[config.mk]
export PLATFORM = sky130hd
export DESIGN_NAME = spi_slave_if
export DESIGN_NICKNAME = d
export VERILOG_FILES = /design/src/rtl/spi_slave_if.sv
export SDC_FILE = /design/constraint.sdc
export NUM_CORES = 1
export LEC_CHECK = 0
export ABC_AREA = 1
export BUFFER_PORTS_ARGS = -buffer_cell sky130_fd_sc_hd__buf_4
export CAP_MARGIN = 10
export CORE_ASPECT_RATIO = 1.75
export CORE_MARGIN = 2
export CORE_UTILIZATION = 51
export CTS_CLUSTER_SIZE = 8
export DETAILED_ROUTE_END_ITERATION = 10
export GPL_TIMING_DRIVEN = 0
export PLACE_DENSITY_LB_ADDON = 0.2
export SLEW_MARGIN = 40
export SYNTH_ARGS = -nofsm -noshare
export SYNTH_HDL_FRONTEND = slang
export SYNTH_SLANG_ARGS = --single-unit
[constraint.sdc]
create_clock -name clock -period 5.9 [get_ports clock]
set_input_delay 0.295 -clock clock [delete_from_list [all_inputs] [get_ports clock]]
set_output_delay 0.295 -clock clock [all_outputs]
set_load 0.005 [all_outputs]
[src/rtl/spi_slave_if.sv]
// SPI slave endpoint: synchronizes sclk/cs/mosi into the system clock domain,
// shifts bytes MSB-first, buffers received bytes in a FIFO and sends from a one-byte holding register.
module spi_slave_if #(
    parameter bit         CPOL     = 1'b0,
    parameter bit         CPHA     = 1'b0,
    parameter int         RX_DEPTH = 4,
    parameter logic [7:0] TX_IDLE  = 8'hFF
) (
    input  logic                          clock,
    input  logic                          rst_n,
    input  logic                          sclk,
    input  logic                          cs,
    input  logic                          mosi,
    output logic                          miso,
    output logic                          miso_oe,
    input  logic [7:0]                    tx_data,
    input  logic                          tx_valid,
    output logic                          tx_ready,
    output logic [7:0]                    rx_data,
    output logic                          rx_valid,
    input  logic                          rx_ready,
    output logic [$clog2(RX_DEPTH):0]     rx_count,
    output logic                          overrun,
    output logic                          underrun,
    output logic                          frame_err,
    input  logic                          clr_err
);
    localparam int AW = $clog2(RX_DEPTH);
    localparam int CW = AW + 1;

    typedef enum logic [1:0] {IDLE, LOAD, XFER} state_t;

    // [0]/[1] form the synchronizer, [2] is the one-cycle delay used for edge detection
    logic [2:0] sclk_sync_q;
    logic [2:0] cs_sync_q;
    logic [1:0] mosi_sync_q;

    state_t     state_q, state_d;
    logic [2:0] bit_cnt_q, bit_cnt_d;
    logic       byte_done_q, byte_done_d;
    logic       und_pend_q, und_pend_d;
    logic       miso_q, miso_d;
    logic [6:0] shift_rx_q, shift_rx_d;
    logic [7:0] shift_tx_q, shift_tx_d;
    logic       hold_valid_q, hold_valid_d;
    logic [7:0] hold_data_q, hold_data_d;
    logic       underrun_q, underrun_d;
    logic       overrun_q, overrun_d;
    logic       frame_err_q, frame_err_d;
    logic       push_vld_q, push_vld_d;
    logic [7:0] push_data_q, push_data_d;
    logic [CW-1:0] count_q, count_d;
    logic [AW-1:0] wr_ptr_q, wr_ptr_d, rd_ptr_q, rd_ptr_d;
    logic [7:0]    mem_q [RX_DEPTH];

    logic sclk_now, sclk_prev, cs_now, cs_prev, mosi_s;
    logic lead_edge, trail_edge, sample_edge, shift_edge, cs_fall, cs_rise;
    logic do_load, reload, tx_wr, pop, full, push_ok;
    logic [7:0] load_byte;

    assign sclk_now    = sclk_sync_q[1];
    assign sclk_prev   = sclk_sync_q[2];
    assign cs_now      = cs_sync_q[1];
    assign cs_prev     = cs_sync_q[2];
    assign mosi_s      = mosi_sync_q[1];
    assign lead_edge   = (sclk_prev == CPOL) && (sclk_now != CPOL);
    assign trail_edge  = (sclk_prev != CPOL) && (sclk_now == CPOL);
    assign sample_edge = CPHA ? trail_edge : lead_edge;
    assign shift_edge  = CPHA ? lead_edge : trail_edge;
    assign cs_fall     = cs_prev && !cs_now;
    assign cs_rise     = !cs_prev && cs_now;

    assign load_byte = hold_valid_q ? hold_data_q : TX_IDLE;
    assign tx_wr     = tx_valid && !hold_valid_q;

    always_comb begin
        state_d     = state_q;
        bit_cnt_d   = bit_cnt_q;
        byte_done_d = byte_done_q;
        und_pend_d  = und_pend_q;
        miso_d      = miso_q;
        shift_rx_d  = shift_rx_q;
        shift_tx_d  = shift_tx_q;
        push_vld_d  = 1'b0;
        push_data_d = push_data_q;
        frame_err_d = 1'b0;
        do_load     = 1'b0;
        reload      = 1'b0;
        case (state_q)
            IDLE: begin
                bit_cnt_d   = '0;
                byte_done_d = 1'b0;
                und_pend_d  = 1'b0;
                miso_d      = 1'b0;
                if (cs_fall) state_d = LOAD;
            end
            LOAD: begin
                do_load = 1'b1;
                state_d = XFER;
                if (!CPHA) miso_d = load_byte[7];
            end
            XFER: begin
                if (sample_edge) begin
                    shift_rx_d = {shift_rx_q[5:0], mosi_s};
                    bit_cnt_d  = bit_cnt_q + 3'd1;
                    und_pend_d = 1'b0;
                    if (bit_cnt_q == 3'd7) begin
                        push_vld_d  = 1'b1;
                        push_data_d = {shift_rx_q, mosi_s};
                        byte_done_d = 1'b1;
                    end
                end
                if (shift_edge) begin
                    if (bit_cnt_q != 3'd0) begin
                        shift_tx_d = shift_tx_q << 1;
                        miso_d     = shift_tx_q[6];
                    end else if (byte_done_q) begin
                        reload      = 1'b1;
                        byte_done_d = 1'b0;
                        miso_d      = load_byte[7];
                        und_pend_d  = !hold_valid_q;
                    end else begin
                        miso_d = shift_tx_q[7];
                    end
                end
            end
            default: state_d = IDLE;
        endcase
        if (cs_rise) begin
            frame_err_d = (bit_cnt_d != 3'd0);
            state_d     = IDLE;
            bit_cnt_d   = '0;
            byte_done_d = 1'b0;
            und_pend_d  = 1'b0;
            miso_d      = 1'b0;
            do_load     = 1'b0;
            reload      = 1'b0;
        end
        if (do_load || reload) shift_tx_d = load_byte;
    end

    // An idle byte fetched at a byte boundary only counts as underrun once
    // the master actually clocks it, so a frame ending cleanly does not flag it.
    always_comb begin
        hold_valid_d = hold_valid_q;
        hold_data_d  = hold_data_q;
        underrun_d   = underrun_q;
        if (do_load || reload) hold_valid_d = 1'b0;
        if (tx_wr) begin
            hold_valid_d = 1'b1;
            hold_data_d  = tx_data;
        end
        if ((do_load && !hold_valid_q) || (sample_edge && und_pend_q && state_q == XFER))
            underrun_d = 1'b1;
        if (clr_err) underrun_d = 1'b0;
    end

    assign pop     = rx_ready && (count_q != '0);
    assign full    = (count_q == CW'(RX_DEPTH));
    assign push_ok = push_vld_q && (!full || pop);

    always_comb begin
        wr_ptr_d  = push_ok ? wr_ptr_q + AW'(1) : wr_ptr_q;
        rd_ptr_d  = pop ? rd_ptr_q + AW'(1) : rd_ptr_q;
        count_d   = count_q + CW'(push_ok) - CW'(pop);
        overrun_d = overrun_q || (push_vld_q && full && !pop);
        if (clr_err) overrun_d = 1'b0;
    end

    always_ff @(posedge clock or negedge rst_n) begin
        if (!rst_n) begin
            sclk_sync_q  <= {3{CPOL}};
            cs_sync_q    <= 3'b000;
            mosi_sync_q  <= 2'b00;
            state_q      <= IDLE;
            bit_cnt_q    <= '0;
            byte_done_q  <= 1'b0;
            und_pend_q   <= 1'b0;
            miso_q       <= 1'b0;
            hold_valid_q <= 1'b0;
            underrun_q   <= 1'b0;
            overrun_q    <= 1'b0;
            frame_err_q  <= 1'b0;
            push_vld_q   <= 1'b0;
            count_q      <= '0;
            wr_ptr_q     <= '0;
            rd_ptr_q     <= '0;
        end else begin
            sclk_sync_q  <= {sclk_sync_q[1:0], sclk};
            cs_sync_q    <= {cs_sync_q[1:0], cs};
            mosi_sync_q  <= {mosi_sync_q[0], mosi};
            state_q      <= state_d;
            bit_cnt_q    <= bit_cnt_d;
            byte_done_q  <= byte_done_d;
            und_pend_q   <= und_pend_d;
            miso_q       <= miso_d;
            hold_valid_q <= hold_valid_d;
            underrun_q   <= underrun_d;
            overrun_q    <= overrun_d;
            frame_err_q  <= frame_err_d;
            push_vld_q   <= push_vld_d;
            count_q      <= count_d;
            wr_ptr_q     <= wr_ptr_d;
            rd_ptr_q     <= rd_ptr_d;
        end
    end

    always_ff @(posedge clock) begin
        shift_rx_q  <= shift_rx_d;
        shift_tx_q  <= shift_tx_d;
        hold_data_q <= hold_data_d;
        push_data_q <= push_data_d;
        if (push_ok) mem_q[wr_ptr_q] <= push_data_q;
    end

    assign miso      = miso_q;
    assign miso_oe   = (state_q != IDLE);
    assign tx_ready  = !hold_valid_q;
    assign rx_valid  = (count_q != '0);
    assign rx_data   = rx_valid ? mem_q[rd_ptr_q] : 8'h00;
    assign rx_count  = count_q;
    assign overrun   = overrun_q;
    assign underrun  = underrun_q;
    assign frame_err = frame_err_q;
endmodule

==> results.cfg <==
[route]
wl_per_cell_um = 14.0
routed_via_density = 5.04
drtIter0Drc = 106
ant_nets = 0
firstDrtPassIters = 4
vias = 2285
routed_wl_um = 6340
drc = 0

[cells_and_area]
final_cell_area_um2 = 4420
area_growth_pct = 17.5
fin_nets = 393
final_cell_count_no_fill = 453
drive_gt1_share_pct = 21.5
antennaDiodeCount = 0

[setup_path]
crit_family = adder cells
endpoint_kind = flop
r2r_setup_slack_ps = 3890
cpMaxStageDelayCell = dfrtp_1
max_stage_delay_ps = 420
rr_worst_depth = 9
path_class = flop to flop
required_ps = 6110
timing.rr.end = rx_count[2]$_DFF_PN0_
r2r-start = rx_count[1]$_DFF_PN0_
worst-path-buf-inv = 2
crit_arrival_ps = 2220
crit_path_start_kind = flop
path_max_fanout = 4
worstPathCellList = nor2_1 -> nand2_1 -> nand2_1 -> inv_1 -> ha_1 -> inv_1 -> ha_1 -> fa_1 -> xor2_1

[clock_network]
cts_max_level = 3
clock-sinks = 91
clockBufferDepth = 2
cts_buffers = 9
clkLatencyLatePin_ps = 340
cts_root_buffer = clkbuf_16
path_clk_slew_ps = 60
cts_resized = 0
postCtsSetupRepairBufs = 0
cts_tree = yes

[placed_design]
hpwl_um = 4570
gp_congestion = 0.803
placed_cells = 437
io_buffers = 33
place_area_um2 = 4110

[yosys]
syn_nets = 348
synthCells = 318
synth_area_um2 = 3760
synthArstFlopShare_pct = 30.8
synth_largest_area_cell = edfxtp_1
yosysUniqueCellTypes = 27
avgSynthCellArea_um2 = 11.8
synth_area_leaders = edfxtp_1 (50%), dfrtp_1 (19%), nor2_1 (5.1%)
netlist.area_leader.share_pct = 50.3
ys_ff_latch = 91
ys.flop_type = edfxtp_1
synth.most_common_cell = edfxtp_1
synthTopCellsByCount = edfxtp_1 (63), nor2_1 (51), nand2_1 (41)
synth_edf_count = 63
yosys_warnings = 0
synth_seq_area_share_pct = 69.0

[floorplan]
initial_utilization_pct = 52.3
fp-row-count = 41
fp.dieW_um = 68.9
die_area_um2 = 8100
ios = 34
core_um2 = 7180
die_h_um = 118

[pwr]
power_per_cell_area_nw_per_um2 = 433
p_leak_nw = 1.86
finalPower_mw = 1.91
ir_worst_vdd_mv = 0.261

[timing]
setup_viol = 0
fin_crit_sh_pct = 34.0
tightestPinTransition_ps = 829
whs_ps = 61.7
grt_setup_unrepaired = false
finalHoldViolations = 0
min_period_ps = 2010
finalSetupTns_ps = 0
max_freq_ghz = 0.498
skew_ps = 6.02
slew_headroom_pct = 44.5
slew_viol_final = 0

[grt]
use_met2_pct = 30.6
grt_max_degree = 29
use_met3_pct = 4.40
antenna_found_initial = 0
gr-total-overflow = 0
met1_usage_pct = 18.6
first_global_vias = 2331
grt_pass1_wl_um = 10500
track_usage_pct = 17.7
grt-busiest-layer = met2

[hold_path]
min_path_cells = 1
hp-class = input pin to flop
whs_endpoint = cs_sync_q[0]$_DFF_PN0_
min_from = cs

[flow_run]
max_cap_viol_count = 0

[status]
status = finished clean
==> cells by family after synthesis <==
logic type	synth area share [%]
compound gates	5.53
xor+xnor	0.933
fa+ha+maj	4.86
buf+inv	5.33
flops	69.0
simple gates	14.4
==> how the worst max path moves through the flow <==
stage,start,endpoint,slack [ps],depth (start not counted)
2_1_floorplan,rx_count[1]$_DFF_PN0_,rx_count[2]$_DFF_PN0_,3970,9
3_5_place_dp,rx_count[1]$_DFF_PN0_,rx_count[2]$_DFF_PN0_,3890,9
6_report,rx_count[1]$_DFF_PN0_,rx_count[2]$_DFF_PN0_,3890,9
5_1_grt,rx_count[1]$_DFF_PN0_,rx_count[2]$_DFF_PN0_,3750,9
4_1_cts,rx_count[1]$_DFF_PN0_,rx_count[2]$_DFF_PN0_,3870,9
3_3_place_gp,rx_count[1]$_DFF_PN0_,rx_count[2]$_DFF_PN0_,3900,9
==> placed cells by master (no fill, tap or decap), types with 4 or more instances in the layout <==
master / netlist / routed
edfxtp_1: 63 / 63
nor2_1: 51 / 50
nand2_1: 41 / 41
buf_4: 2 / 35
inv_1: 33 / 33
dfrtp_1: 28 / 28
o21ai_0: 22 / 22
nand3_1: 15 / 15
a21oi_1: 13 / 13
ha_1: 13 / 13
clkbuf_16: 0 / 9
or2_2: 6 / 6
inv_2: 5 / 5
nand2_2: 4 / 4
==> timing repair <==
item	in CTS	in global routing
endpoints found under the setup margin	0	0
endpoints found under the hold margin	28	0
hold buffers	1	0
==> report_power, final <==
part,internal [mW],switching [mW],total (mW)
Combinational,0.243,0.320,0.563
Sequential,0.762,0.0329,0.795
Clock,0.326,0.229,0.555
==> per-layer routing <==
| metal | vias to the layer above | wire [um] |
|---|---|---|
| met1 | 1085 | 2340 |
| met3 | 16 | 210 |
| met4 | 0 | 171 |
| met5 | - | 0 |
| li1 | 1144 | - |
| met2 | 40 | 3620 |
==> flip-flops by register name, indices dropped and copies added, names as in the netlist, 2 cells and up <==
name	cells
cs_sync_q	3
rd_ptr_q	2
shift_rx_q	7
hold_data_q	8
state_q	2
mosi_sync_q	2
bit_cnt_q	3
rx_count	3
push_data_q	8
shift_tx_q	8
wr_ptr_q	2
sclk_sync_q	3
mem_q	32
==> metrics by stage <==
stage                     setup slack [ps]  util (%)
after floorplan                       3970         -
after global placement                3900      57.3
after detailed placement              3890      57.3
after CTS                             3870      61.5
after global routing                  3750      61.5
final                                 3890      61.5
==> worst register-to-register path: stages, from the launching register on <==
cell,delay [ps]
dfrtp_1,420
nor2_1,180
nand2_1,110
nand2_1,100
inv_1,60
ha_1,260
inv_1,40
ha_1,180
fa_1,370
xor2_1,170
==> final cells by class <==
class / instances / area (um^2)
plain buffers: 8 / 57.6
clock buffers: 9 / 225
clock inverters: 6 / 66.3
fillers: 603 / 2770
inverters: 38 / 143
multi-input cells: 181 / 967
flip-flops and latches: 91 / 2590
well taps: 86 / 108
repair buffers: 34 / 258
Note: power is estimated with default switching activity, not from simulation.
